## src/rtl/snake_mem_pkg.sv

```systemverilog
// Shared widths and requester encoding for the snake board/frame memory arbiter.
package snake_mem_pkg;

    localparam int unsigned MEM_AW  = 22;
    localparam int unsigned MEM_DW  = 16;
    localparam int unsigned MEM_BEW = 2;

    typedef enum logic [1:0] {
        SRC_NONE,
        SRC_VID,
        SRC_GM
    } req_src_e;

endpackage

```

## src/rtl/snake_mem_rdtag_pipe.sv

```systemverilog
// Read-return tag pipe: tracks which master owns each in-flight read and steers
// memory readdata to that master, holding the last returned word per port.
module snake_mem_rdtag_pipe
    import snake_mem_pkg::*;
#(
    parameter int unsigned RD_LAT = 1
) (
    input  logic              clk_i,
    input  logic              rst_i,
    input  logic              vid_rd_i,
    input  logic              gm_rd_i,
    input  logic [MEM_DW-1:0] mem_rdata_i,
    output logic              vid_rvalid_o,
    output logic [MEM_DW-1:0] vid_rdata_o,
    output logic              gm_rvalid_o,
    output logic [MEM_DW-1:0] gm_rdata_o
);

    logic [RD_LAT-1:0] vid_tag_q;
    logic [RD_LAT-1:0] gm_tag_q;
    logic [MEM_DW-1:0] vid_hold_q;
    logic [MEM_DW-1:0] gm_hold_q;

    always_ff @(posedge clk_i or posedge rst_i) begin
        if (rst_i) begin
            vid_tag_q <= '0;
            gm_tag_q  <= '0;
        end else begin
            vid_tag_q[0] <= vid_rd_i;
            gm_tag_q[0]  <= gm_rd_i;
            for (int unsigned i = 1; i < RD_LAT; i++) begin
                vid_tag_q[i] <= vid_tag_q[i-1];
                gm_tag_q[i]  <= gm_tag_q[i-1];
            end
        end
    end

    assign vid_rvalid_o = vid_tag_q[RD_LAT-1];
    assign gm_rvalid_o  = gm_tag_q[RD_LAT-1];

    // Data is passed through in the return cycle so rvalid and rdata line up
    // with the memory's own latency; the hold registers cover idle cycles.
    always_ff @(posedge clk_i or posedge rst_i) begin
        if (rst_i) begin
            vid_hold_q <= '0;
            gm_hold_q  <= '0;
        end else begin
            if (vid_rvalid_o) vid_hold_q <= mem_rdata_i;
            if (gm_rvalid_o)  gm_hold_q  <= mem_rdata_i;
        end
    end

    assign vid_rdata_o = vid_rvalid_o ? mem_rdata_i : vid_hold_q;
    assign gm_rdata_o  = gm_rvalid_o  ? mem_rdata_i : gm_hold_q;

endmodule

```

## src/rtl/snake_mem_arbiter.sv

```systemverilog
// Video-priority arbiter with streak guard for the snake board/frame memory.
// Optional grant statistics outputs enabled by defining SNAKE_MEM_ARB_STATS_EN.
module snake_mem_arbiter
    import snake_mem_pkg::*;
#(
    parameter int unsigned RD_LAT         = 1,
    parameter int unsigned MAX_VID_STREAK = 8
) (
    input  logic               clk_clk,
    input  logic               reset_reset,
    input  logic               vid_req,
    input  logic [MEM_AW-1:0]  vid_addr,
    output logic               vid_gnt,
    output logic               vid_rvalid,
    output logic [MEM_DW-1:0]  vid_rdata,
    input  logic               gm_req,
    input  logic               gm_we,
    input  logic [MEM_AW-1:0]  gm_addr,
    input  logic [MEM_DW-1:0]  gm_wdata,
    input  logic [MEM_BEW-1:0] gm_be,
    output logic               gm_gnt,
    output logic               gm_rvalid,
    output logic [MEM_DW-1:0]  gm_rdata,
    output logic [MEM_AW-1:0]  mem_address,
    output logic               mem_chipselect,
    output logic               mem_write,
    output logic [MEM_DW-1:0]  mem_writedata,
    output logic [MEM_BEW-1:0] mem_byteenable,
    output logic               mem_clken,
    input  logic [MEM_DW-1:0]  mem_readdata
`ifdef SNAKE_MEM_ARB_STATS_EN
    ,
    output logic [15:0]        stat_vid_cnt,
    output logic [15:0]        stat_gm_cnt,
    output logic [15:0]        stat_starve_cnt
`endif
);

    localparam logic [7:0] STREAK_MAX = 8'(MAX_VID_STREAK);

    req_src_e   src;
    logic       guard;
    logic [7:0] streak_q, streak_d;

    always_comb begin
        src   = SRC_NONE;
        guard = gm_req && (streak_q == STREAK_MAX);
        if (!reset_reset) begin
            if (vid_req && !guard) src = SRC_VID;
            else if (gm_req)       src = SRC_GM;
        end
    end

    always_comb begin
        vid_gnt        = 1'b0;
        gm_gnt         = 1'b0;
        mem_chipselect = 1'b0;
        mem_write      = 1'b0;
        mem_address    = '0;
        mem_writedata  = '0;
        mem_byteenable = '0;
        case (src)
            SRC_VID: begin
                vid_gnt        = 1'b1;
                mem_chipselect = 1'b1;
                mem_address    = vid_addr;
                mem_byteenable = '1;
            end
            SRC_GM: begin
                gm_gnt         = 1'b1;
                mem_chipselect = 1'b1;
                mem_write      = gm_we;
                mem_address    = gm_addr;
                mem_writedata  = gm_wdata;
                mem_byteenable = gm_we ? gm_be : '1;
            end
            default: ;
        endcase
    end

    assign mem_clken = 1'b1;

    always_comb begin
        streak_d = streak_q;
        if (!gm_req || src == SRC_GM)
            streak_d = '0;
        else if (src == SRC_VID && streak_q != STREAK_MAX)
            streak_d = streak_q + 8'd1;
    end

    always_ff @(posedge clk_clk or posedge reset_reset) begin
        if (reset_reset) streak_q <= '0;
        else             streak_q <= streak_d;
    end

    snake_mem_rdtag_pipe #(
        .RD_LAT(RD_LAT)
    ) u_rdtag (
        .clk_i        (clk_clk),
        .rst_i        (reset_reset),
        .vid_rd_i     (vid_gnt),
        .gm_rd_i      (gm_gnt && !gm_we),
        .mem_rdata_i  (mem_readdata),
        .vid_rvalid_o (vid_rvalid),
        .vid_rdata_o  (vid_rdata),
        .gm_rvalid_o  (gm_rvalid),
        .gm_rdata_o   (gm_rdata)
    );

`ifdef SNAKE_MEM_ARB_STATS_EN
    logic [15:0] stat_vid_q, stat_gm_q, stat_starve_q;

    always_ff @(posedge clk_clk or posedge reset_reset) begin
        if (reset_reset) begin
            stat_vid_q    <= '0;
            stat_gm_q     <= '0;
            stat_starve_q <= '0;
        end else begin
            if (src == SRC_VID) stat_vid_q <= stat_vid_q + 16'd1;
            if (src == SRC_GM)  stat_gm_q  <= stat_gm_q + 16'd1;
            if (src == SRC_GM && vid_req) stat_starve_q <= stat_starve_q + 16'd1;
        end
    end

    assign stat_vid_cnt    = stat_vid_q;
    assign stat_gm_cnt     = stat_gm_q;
    assign stat_starve_cnt = stat_starve_q;
`endif

endmodule

```

## config.mk

```make
export PLATFORM = sky130hd
export DESIGN_NAME = snake_mem_arbiter
export DESIGN_NICKNAME = d
export VERILOG_FILES = /design/src/rtl/snake_mem_pkg.sv /design/src/rtl/snake_mem_rdtag_pipe.sv /design/src/rtl/snake_mem_arbiter.sv
export SDC_FILE = /design/constraint.sdc
export NUM_CORES = 1
export LEC_CHECK = 0
export ABC_CLOCK_PERIOD_IN_PS = 5000
export CAP_MARGIN = 20
export CORE_UTILIZATION = 30
export CTS_CLUSTER_SIZE = 25
export DETAILED_ROUTE_END_ITERATION = 12
export PLACE_DENSITY_LB_ADDON = 0.1
export REMOVE_ABC_BUFFERS = 1
export SETUP_SLACK_MARGIN = 0.15
export SYNTH_ARGS = -nofsm -noshare
export SYNTH_HDL_FRONTEND = slang
export SYNTH_SLANG_ARGS = --single-unit
```

## constraint.sdc

```tcl
create_clock -name clk_clk -period 5 [get_ports clk_clk]
set_input_delay 0.5 -clock clk_clk [delete_from_list [all_inputs] [get_ports clk_clk]]
set_output_delay 0.5 -clock clk_clk [all_outputs]
set_load 0.01 [all_outputs]
```

==> results of run 1 <==
-- metal layers --
layer / vias to the layer above / global-route usage [%] / routed length, µm
met4: 0 / 5.72 / 94
met3: 10 / 7.16 / 659
met1: 986 / 20.5 / 2670
met2: 101 / 27.3 / 3200
met5: - / 0 / 0
li1: 1030 / - / -
-- metrics by stage --
| stage | instances | utilization (%) | power, mW | hold WS, ns |
|---|---|---|---|---|
| final | 462 | 55.5 | 1.01 | 0.499 |
| after global routing | 462 | 55.5 | 1.07 | 0.512 |
| after CTS | 462 | 55.5 | 1.03 | 0.503 |
| after detailed placement | 454 | 53.9 | 0.764 | 0.485 |
| after global placement | 454 | 53.9 | 0.760 | 0.479 |
| after floorplan | 194 | - | 0.547 | 0.513 |
-- registers in the layout, indices dropped and copies added (netlist names) --
register,count
u_rdtag.gm_rvalid_o,1
u_rdtag.gm_hold_q,16
streak_q,8
u_rdtag.vid_rvalid_o,1
u_rdtag.vid_hold_q,16
-- logic make-up (layout without fill, tap and decap cells) --
logic type | Yosys count | in the layout
xor gates and xnor gates | 2 | 2
DFF | 42 | 42
AOI/OAI and AO/OA | 31 | 31
and+or+nand+nor | 72 | 72
adders and majority gates | 5 | 5
other | 1 | 1
muxes | 36 | 36
buffers and inverters | 21 | 174
-- report_power, final --
group,total [mW],internal [mW],switching (mW)
clock network,0.260,0.149,0.111
logic,0.345,0.218,0.127
registers,0.408,0.392,0.0159
-- layout by cell type, fill, tap and decap left out, types with 5 or more instances in the layout --
master,count
ha_1,5
and2_1,17
clkbuf_8,5
mux2_2,32
nand2b_1,5
a22oi_1,22
dfrtp_1,42
clkdlybuf4s50_1,160
nand2_1,10
nor2_1,26
-- critical path: stages, from the launching register on --
cell	delay (ns)
dfrtp_1	0.42
inv_1	0.09
ha_1	0.14
nor4b_4	0.25
nand2_1	0.12
a211oi_1	0.33
ha_1	0.79
a22oi_1	0.21
nor2_1	0.14
clkdlybuf4s50_1	0.57
-- layout make-up --
cell class	count	area share, %
clock buffer	6	1.81
clock inverter	2	0.938
inverter	5	0.469
multi-input combinational	147	27.2
sequential	42	26.3
tap	99	3.10
timing repair buffer	161	40.2
-- path summary, 6_finish.rpt --
kind | slack [ns] | start | depth (start not counted) | endpoint
setup / recovery | 1.14 | streak_q[0] | 9 | mem_address[4]
hold / removal | 0.50 | u_rdtag.gm_hold_q[13] | 1 | u_rdtag.gm_hold_q[13]
setup reg to reg | 2.14 | streak_q[0] | 9 | streak_q[5]
hold reg to reg | 0.50 | u_rdtag.gm_hold_q[13] | 1 | u_rdtag.gm_hold_q[13]
max in group asynchronous | 3.92 | reset_reset | 3 | u_rdtag.gm_hold_q[0]
min in group asynchronous | 0.73 | reset_reset | 3 | streak_q[4]
==> summary.md, run 1 <==
| Metric | Value |
|---|---|
| Post-synthesis adder-cell area fraction | `2.81%` |
| Largest family of logic cells by synthesized area | `multiplexers` |
| DIE WIDTH | `between 80 and 90 µm` |
| Initial DRC count | `~100` |
| Syn Inst Count | `210` |
| Post-route ant nets | `0` |
| CTS tree | `yes` |
| Leak | `1.60 nW` |
| #FFs+latches synth | `42` |
| WP data required | `roughly 4.5 ns` |
| Largest net degree at the start of global routing | `43` |
| Post-synth cell types | `29` |
| Top-count cell post-synth | `dfrtp_1` |
| Post-CTS sizing | `0` |
| Antenna violations before repair | `0` |
| Vias in the first global route | `2146` |
| Initial Utilization | `30.9%` |
| FMAX | `about 260 MHz` |
| Post-route minimum period | `approximately 3.9 ns` |
| Clock latency on the worst-skew pair | `0.29 ns` |
| Dominant cell type by area after synthesis | `dfrtp_1` |
| Die ar. | `about 0.008 mm²` |
| Vias | `roughly 2.1k` |
| Layout Cell Area excl Fill | `roughly 0.0040 mm²` |
| Share of cells above drive strength 1 | `between 10% and 20%` |
| First-pass GRT wire length | `between 10 and 15 mm` |
| Main synth FF type | `dfrtp_1` |
| Sequential fraction of the synthesis area | `a little under half` |
| Max FO, Critical Path | `24` |
| Core area | `around 0.0072 mm²` |
| Aggregate routed wire length | `roughly 6.6 mm` |
| Post-synth ARST share | `between 90% and 100%` |
| # Max-Cap Violations | `0` |
| Xor and xnor fraction of the mapped netlist area | `less than 1%` |
| Dpl ws | `between 1 and 1.5 ns` |
| Number of setup violations in the final report | `0` |
| Hold Path Class | `flop to flop` |
| Commonest cells post-synth | `dfrtp_1 (42), mux2_2 (32), nor2_1 (26)` |
| Clock Skews | `between 0.002 and 0.003 ns` |
| Buffers added on ports | `160` |
| Critical Path Start Type | `flop` |
| Synth top area cells | `dfrtp_1 (47%), mux2_2 (16%), a22oi_1 (7.4%), and2_1 (4.8%), nor2_1 (4.4%)` |
| Outcome | `complete, no violations` |
| Worst-path clk slew | `about 0.080 ns` |
| Post-synthesis mux area share | `approximately 18%` |
| Avg Synthesized Cell Area | `about 11 µm²` |
| ANT cells | `0` |
| Post-CTS Setup Bufs | `0` |
| Placer congestion estimate | `0.768` |
| Unrepaired setup endpoints after global routing | `false` |
| WP data arrival | `3.36 ns` |
| Area occupied by multi-input gates | `about 0.0011 mm²` |
| First-pass iteration count of the detailed router | `4` |
| Die H | `between 80 and 90 µm` |
| Vias/cell | `about 4.6` |
| Kind of end point of the critical path | `output port` |
| Placed instance area | `0.00389 mm²` |
| Cell Rows | `31` |
| Total gr overflow | `0` |
| GRT Overall Usage | `17.0%` |
| CTS HTree Levels | `2` |
| Worst-Margin Slew | `about 1.1 ns` |
| Max_slew headroom | `around a quarter` |
| TritonCTS Sinks | `42` |
| Remaining DRCs | `0` |
| HPWL after detailed placement | `just over 5 mm` |
| CTS Hold Buffers Added | `0` |
| Synth warn | `0` |
| Post-synthesis compound-gate area fraction | `under 10%` |
| Area Overhead vs Synth | `79.6%` |
| Final worst setup slack | `~1.1 ns` |
| Max IR drop VDD | `between 0.09 and 0.1 mV` |
| TritonCTS Buffers | `5` |
| Routed WL per cell | `approximately 14 µm` |
| Post-synth top area share | `47.2%` |
| Total negative slack | `0 ns` |
| Max Root-Sink Buffers | `2` |
| Post-synth EDFFs | `0` |
| Tcrit/Tclk final | `between 70% and 80%` |
| Hold Fails Final Rpt | `0` |
| CP Class | `flop to output port` |
| # IOs | `~160` |
| Seq. cell area | `about 0.0011 mm²` |
| Root Buffer | `clkbuf_8` |
| Cell Area, Synth | `0.00223 mm²` |
| Fin. max-slew vios | `0` |
| Simple-gate share of the synthesized area | `~17%` |
| Fill count | `between 600 and 700` |
| Final Net Count | `450` |
| PwrDens | `between 200 and 300 mW/mm²` |
No activity file was read; power rests on OpenSTA's default activity.
==> inputs of run 2 (changes only) <==
Settings changed: ABC_CLOCK_PERIOD_IN_PS 5000 to 3300.
Clock period 5 ns to 3.3 ns, I/O delays scaled along.
==> run 2 against run 1 <==
Against the previous run:
- first-iteration DRC count fell by 54%
- total power rose by 53%
- critical path depth rose by 1
- critical path type unchanged
- critical endpoint is now mem_address[1]
- non-clock buffer count rose by 4
- utilization rose by 1.9 points
- global-route usage fell by 0.42 points
- die area did not move
- count of clock-buffer cells in the layout did not move
==> summary.md, run 2 (synthesized netlist as in run 1, its figures left out) <==
| Metric | Value |
|---|---|
| Fin Hold WS | `0.498 ns (-0.000543 ns)` |
| Cell Rows | `31 (unchanged)` |
| Cell Count, Final, Fillers Out | `466 (+0.87%)` |
| Seq pwr share | `40.1% (-0.2 points)` |
| Combinational Power Share | `34.6% (+0.5 points)` |
| CP Class | `flop to output port` |
| Kind of end point of the critical path | `output port` |
| Area occupied by multi-input gates | `0.00113 mm² (+3.4%)` |
| Aggregate routed wire length | `6.73 mm (+1.7%)` |
| Die H | `88.2 µm (unchanged)` |
| Hold Path Class | `flop to flop` |
| Placer congestion estimate | `0.762 (-0.76%)` |
| WP data arrival | `2.73 ns (-0.63 ns)` |
| Routed WL per cell | `14.4 µm (+0.86%)` |
| Leak | `1.96 nW (+23%)` |
| Max Root-Sink Buffers | `2 (unchanged)` |
| Remaining DRCs | `0 (unchanged)` |
| Net switching power | `0.388 mW (+53%)` |
| FMAX | `approximately 330 MHz` |
| CTS Hold Buffers Added | `0 (unchanged)` |
| Total negative slack | `0 ns (unchanged)` |
| Final Net Count | `454 (+0.89%)` |
| HPWL after detailed placement | `5.04 mm (-0.31%)` |
| # Max-Cap Violations | `0 (unchanged)` |
| TritonCTS Sinks | `42 (unchanged)` |
| Core area | `0.00721 mm² (unchanged)` |
| Vias in the first global route | `2088 (-2.7%)` |
| Fin. max-slew vios | `0 (unchanged)` |
| Buffers added on ports | `160 (unchanged)` |
| TritonCTS Buffers | `5 (unchanged)` |
| Leading cell types in the layout, fill and taps excluded | `clkdlybuf4s50_1 (141), dfrtp_1 (42), mux2_2 (32)` |
| Vias/cell | `4.53 (-1.5%)` |
| Tcrit/Tclk final | `~93%` |
| Total gr overflow | `0 (unchanged)` |
| Max IR drop VDD | `0.167 mV (+76%)` |
| Top flop regs | `u_rdtag.gm_hold_q (16), u_rdtag.vid_hold_q (16), streak_q (8)` |
| Switching Share | `25.1% (about the same)` |
| Number of setup violations in the final report | `0 (unchanged)` |
| Commonest non-fill, non-tap cell in the layout | `clkdlybuf4s50_1` |
| Initial DRC count | `46 (-54%)` |
| Fill count | `630 (-4.3%)` |
| Clk pwr share | `25.3% (-0.3 points)` |
| Clock latency on the worst-skew pair | `0.28 ns (about the same)` |
| Post-route minimum period | `3.06 ns` |
| First-pass GRT wire length | `9.90 mm (-2.0%)` |
| PwrDens | `373 mW/mm² (+47%)` |
| DIE WIDTH | `88.2 µm (unchanged)` |
| Critical Path Start Type | `flop` |
| ANT cells | `0 (unchanged)` |
| Area Overhead vs Synth | `85.9%` |
| Outcome | `complete, no violations` |
| Final Power | `1.55 mW (+53%)` |
| Root Buffer | `clkbuf_8` |
| Placed cell count | `456 (+0.44%)` |
| Max_slew headroom | `47.6% (+21 points)` |
| Int Power | `1.16 mW (+53%)` |
| Max FO, Critical Path | `25 (+4.2%)` |
| CTS HTree Levels | `2 (unchanged)` |
| Most used routing layer in global routing | `met2` |
| Antenna violations before repair | `0 (unchanged)` |
| Worst-Margin Slew | `0.786 ns (-0.317 ns)` |
| Met2 GRT Util | `27.5% (+0.21 points)` |
| Largest net degree at the start of global routing | `43 (unchanged)` |
| Met3 Usage GRT | `7.26% (+0.094 points)` |
| First-pass iteration count of the detailed router | `6 (+2)` |
| GRT Overall Usage | `16.6% (-0.42 points)` |
| Seq. cell area | `0.00105 mm² (unchanged)` |
| Die ar. | `0.00778 mm² (unchanged)` |
| Final worst setup slack | `0.237 ns (-0.907 ns)` |
| Worst-path clk slew | `0.08 ns (about the same)` |
| M1 GR Usage | `19.7% (-0.77 points)` |
| Unrepaired setup endpoints after global routing | `true` |
| # IOs | `162 (unchanged)` |
| WP data required | `2.97 ns (-1.53 ns)` |
| Hold Fails Final Rpt | `0 (unchanged)` |
| Dpl ws | `0.244 ns (-1.22 ns)` |
| Vias | `2113 (-0.66%)` |
| Post-route ant nets | `0 (unchanged)` |
| Share of cells above drive strength 1 | `13.9% (+2.3 points)` |
| Initial Utilization | `30.9% (unchanged)` |
| Clock Skews | `0.00538 ns (+0.00268 ns)` |
| CTS tree | `yes` |
-- run 2: changes by cell type in the layout (fill, tap and decap cells not counted), sizes merged --
cell | previous run | this run
dlymetal6s2s | 0 | 19
clkdlybuf4s50 | 160 | 141
buf | 1 | 5
-- run 2: through the flow --
| stage | instance area, µm² | util (%) |
|---|---|---|
| global placement | 3920 | 54.3 |
| CTS | 4070 | 56.4 |
| floorplan | 2160 | - |
| finish | 4140 | 57.4 |
| detailed placement | 3920 | 54.3 |
| global route | 4140 | 57.4 |
-- run 2: worst paths after layout --
| check | slack (ns) | to | startpoint | depth (start not counted) |
|---|---|---|---|---|
| max reg2reg | 1.12 | streak_q[6] | streak_q[0] | 9 |
| max in group asynchronous | 2.35 | u_rdtag.gm_hold_q[13] | reset_reset | 3 |
| max | 0.24 | mem_address[1] | streak_q[0] | 10 |
| min reg2reg | 0.50 | u_rdtag.vid_hold_q[13] | u_rdtag.vid_hold_q[13] | 1 |
| min | 0.50 | u_rdtag.vid_hold_q[13] | u_rdtag.vid_hold_q[13] | 1 |
| min in group asynchronous | 0.60 | streak_q[2] | reset_reset | 3 |
-- run 2: worst max-delay path, stage by stage (launching register included) --
cell	delay [ns]
dfrtp_1	0.42
inv_1	0.09
ha_1	0.15
nor4b_4	0.24
nand2_1	0.13
a211o_1	0.34
ha_4	0.20
buf_12	0.16
a22oi_1	0.16
nor2_1	0.06
clkdlybuf4s50_1	0.48
-- run 2: area by class of cell --
class | instances | share of cell area, %
Multi-Input combinational cell | 147 | 27.2
Clock inverter | 2 | 0.906
Sequential cell | 42 | 25.4
Tap cell | 99 | 2.99
Timing Repair Buffer | 165 | 41.3
Inverter | 5 | 0.453
Clock buffer | 6 | 1.75
-- run 2: repair_timing --
| action | 4_1_cts | 5_1_grt |
|---|---|---|
| gates resized for setup | 5 | 24 |
| buffers inserted | 2 | 0 |
| pin swaps | 1 | 0 |
| endpoints found under the setup margin | 42 | 24 |
-- run 2: power groups by stage --
stage,Clock [mW],Combinational (mW),Sequential (mW)
detailed placement,0,0.531,0.632
CTS,0.406,0.541,0.621
global route,0.426,0.575,0.629
global placement,0,0.527,0.627
floorplan,0,0.207,0.622
finish,0.391,0.535,0.620
-- run 2: layer usage --
metal  share of wire, %  routed length, µm
met1                 40               2720
met2                 48               3260
met4               0.82                 55
met3                 10                696
met5                  0                  0
==> inputs of run 3 (changes only) <==
Settings changed: SYNTH_HIERARCHICAL from default to 1.
==> run 3 against run 2 <==
Against the previous run:
- first-iteration DRC count is 8.7% higher
- critical path depth stayed put
- sequential cell count stayed put
==> summary.md, run 3 <==
| Metric | Value |
|---|---|
| PwrDens | `360 mW/mm² (-3.6%)` |
| Synth warn | `6 (+6)` |
| Initial DRC count | `50 (+8.7%)` |
| Routed WL per cell | `14.2 µm (-1.9%)` |
| Cell Rows | `31 (unchanged)` |
| Crit path depth | `10 (unchanged)` |
| Post-synth cell types | `30 (+3.4%)` |
| GRT Overall Usage | `16.9% (+0.33 points)` |
| Max FO, Critical Path | `25 (unchanged)` |
| Vias | `2118 (+0.24%)` |
| Post-synth EDFFs | `0 (unchanged)` |
| WP data arrival | `2.70 ns (-0.03 ns)` |
| Area Overhead vs Synth | `80.5%` |
| Post-route minimum period | `3.03 ns (-0.0294 ns)` |
| Syn Inst Count | `209 (-0.48%)` |
| Root Buffer | `clkbuf_8` |
| Tcrit/Tclk final | `91.9% (-0.89 points)` |
| Final Net Count | `460 (+1.3%)` |
| Commonest non-fill, non-tap cell in the layout | `clkdlybuf4s50_1` |
| DIE WIDTH | `90.2 µm (+2.3%)` |
| Crit-path cells | `inv_1 > ha_1 > and4bb_4 > nand2_1 > a211o_1 > ha_1 > buf_6 > a22oi_1 > nor2_1 > clkdlybuf4s50_1` |
| Max_slew headroom | `63.1% (+15 points)` |
| TritonCTS Buffers | `5 (unchanged)` |
| Number of setup violations in the final report | `0 (unchanged)` |
| First-pass GRT wire length | `11.1 mm (+13%)` |
| Placer congestion estimate | `0.787 (+3.4%)` |
| Kind of end point of the critical path | `output port` |
| Clock Skews | `0.00567 ns (+0.000291 ns)` |
| ANT cells | `0 (unchanged)` |
| Post-synth top area share | `45.0% (-2.1 points)` |
| Vias in the first global route | `2219 (+6.3%)` |
| Post-route ant nets | `0 (unchanged)` |
| Clock latency on the worst-skew pair | `0.28 ns (about the same)` |
| Worst Path Buf+Inv | `3 (unchanged)` |
| Cell repeated most along the worst path | `ha_1` |
| Seq. cell area | `0.00105 mm² (+0.12%)` |
| Unrepaired setup endpoints after global routing | `true` |
| HPWL after detailed placement | `5.22 mm (+3.7%)` |
| Leak | `2.09 nW (+6.6%)` |
| Commonest cells post-synth | `dfrtp_1 (42), nor2_1 (26), a22oi_1 (22)` |
| Worst reg2reg endpoint | `streak_q[4]` |
| Critical-path top delay cell | `clkdlybuf4s50_1` |
| CP Class | `flop to output port` |
| Largest net degree at the start of global routing | `35 (-19%)` |
| Aggregate routed wire length | `6.69 mm (-0.61%)` |
| Hold Path Class | `primary input to async pin` |
| First-pass iteration count of the detailed router | `4 (-2)` |
| Fill count | `650 (+3.2%)` |
| Total negative slack | `0 ns (unchanged)` |
| Sequential fraction of the synthesis area | `45.0% (-2.1 points)` |
| Max Root-Sink Buffers | `2 (unchanged)` |
| CTS Hold Buffers Added | `0 (unchanged)` |
| Max IR drop VDD | `0.177 mV (+5.5%)` |
| Crit-path max cell delay | `0.48 ns (about the same)` |
| Final Power | `1.52 mW (-1.9%)` |
| WP data required | `2.97 ns (about the same)` |
| Worst Reg-to-Reg Cells | `9 (unchanged)` |
| Crit path max-delay family | `buffers and inverters` |
| Top-count cell post-synth | `dfrtp_1` |
| Post-synth ARST share | `100% (unchanged)` |
| Outcome | `complete, no violations` |
| R2r startpoint | `streak_q[0]` |
| CTS tree | `yes` |
| Share of cells above drive strength 1 | `16.1% (+2.2 points)` |
| # IOs | `162 (unchanged)` |
| Die H | `90.2 µm (+2.3%)` |
| Total gr overflow | `0 (unchanged)` |
| Core area | `0.00737 mm² (+2.2%)` |
| Leading cell types in the layout, fill and taps excluded | `clkdlybuf4s50_1 (137), dfrtp_1 (41), nor2_1 (26)` |
| Area occupied by multi-input gates | `0.00117 mm² (+3.7%)` |
| Cell Area, Synth | `0.00233 mm² (+4.8%)` |
| Die ar. | `0.00814 mm² (+4.7%)` |
| Avg Synthesized Cell Area | `11.2 µm² (+5.3%)` |
| Main synth FF type | `dfrtp_1` |
| Worst-path clk slew | `0.08 ns (about the same)` |
| Fin. max-slew vios | `0 (unchanged)` |
| Top flop regs | `u_rdtag/gm_hold_q (16), u_rdtag/vid_hold_q (16), streak_q (8)` |
| Hold Fails Final Rpt | `0 (unchanged)` |
| # Max-Cap Violations | `0 (unchanged)` |
| Antenna violations before repair | `0 (unchanged)` |
| Critical Path Start Type | `flop` |
| FMAX | `330 MHz (+0.97%)` |
| Remaining DRCs | `0 (unchanged)` |
| Setup slack, reg-to-reg | `1.14 ns (+0.02 ns)` |
| Worst-Margin Slew | `0.553 ns (-0.232 ns)` |
| Vias/cell | `4.49 (-1.0%)` |
| Initial Utilization | `31.7% (+0.79 points)` |
| TritonCTS Sinks | `42 (unchanged)` |
| Dpl ws | `0.300 ns (+0.0560 ns)` |
| Final worst setup slack | `0.266 ns (+0.0294 ns)` |
| Synth top area cells | `dfrtp_1 (45%), mux2_4 (13%), a22oi_1 (7.1%), mux2_2 (5.8%), and2_1 (4.6%)` |
| CTS HTree Levels | `2 (unchanged)` |
| #FFs+latches synth | `42 (unchanged)` |
| Dominant cell type by area after synthesis | `dfrtp_1` |
| Buffers added on ports | `160 (unchanged)` |
[run 3: repair_timing]
item	CTS	global route
resized for setup	2	29
pin swaps	1	2
buffers inserted	1	0
setup endpoints to repair	32	41
[run 3: worst register-to-register path, cell delays in order, from the launching register on]
cell,delay (ns)
dfrtp_2,0.44
inv_1,0.08
ha_1,0.14
and4bb_4,0.26
nand2_1,0.08
a211oi_2,0.23
ha_1,0.25
buf_4,0.21
nand2b_1,0.27
nor2_1,0.08
[run 3: worst max path at each step]
stage           startpoint           endpoint  slack [ns]
2_1_floorplan  streak_q[0]     mem_address[0]        0.75
3_3_place_gp   streak_q[0]    mem_address[10]        0.34
3_5_place_dp   streak_q[0]    mem_address[12]        0.30
4_1_cts        streak_q[0]     mem_address[6]        0.18
5_1_grt        streak_q[0]  mem_writedata[10]        0.07
6_report       streak_q[0]     mem_address[2]        0.27
[run 3: layer usage]
metal | global-route usage, % | wire, µm | vias up | part of all wire [%]
met2 | 29.7 | 3370 | 69 | 50
met4 | 4.17 | 97 | 0 | 1.4
met3 | 3.81 | 244 | 10 | 3.6
met1 | 20.8 | 2980 | 991 | 45
li1 | - | - | 1048 | -
met5 | 0 | 0 | - | 0
[run 3: logic make-up after synthesis]
kind of cell,count (synthesis),synth area share (%)
AND/OR/NAND/NOR,69,15.6
other,1,0.161
XOR/XNOR,2,0.750
multiplexers,34,19.5
adder cells (fa/ha/maj),5,2.68
AO/OA/AOI/OAI,35,10.6
flip-flops,42,45.0
buffers and inverters,21,5.73
[run 3: report_power, final]
part	leakage [nW]	total, mW	internal (mW)	switching, mW
clock network	0.0472	0.337	0.168	0.169
registers	0.518	0.619	0.595	0.0240
logic	1.53	0.562	0.362	0.200
[run 3: final cells by class]
cell class | count | area share [%]
clock buffer | 6 | 1.96
clock inverter | 2 | 0.297
inverter | 6 | 0.534
multi-input combinational | 146 | 27.7
sequential | 42 | 25.0
tap | 99 | 2.94
timing repair buffer | 171 | 41.6
[run 3: stage by stage]
step | std cells | area, µm² | hold slack, ns | util [%]
floorplan | 194 | 2220 | 0.159 | -
global route | 472 | 4210 | 0.404 | 57.2
CTS | 472 | 4130 | 0.362 | 56.1
detailed placement | 463 | 4020 | 0.478 | 54.6
global placement | 463 | 4020 | 0.475 | 54.6
finish | 472 | 4210 | 0.366 | 57.2
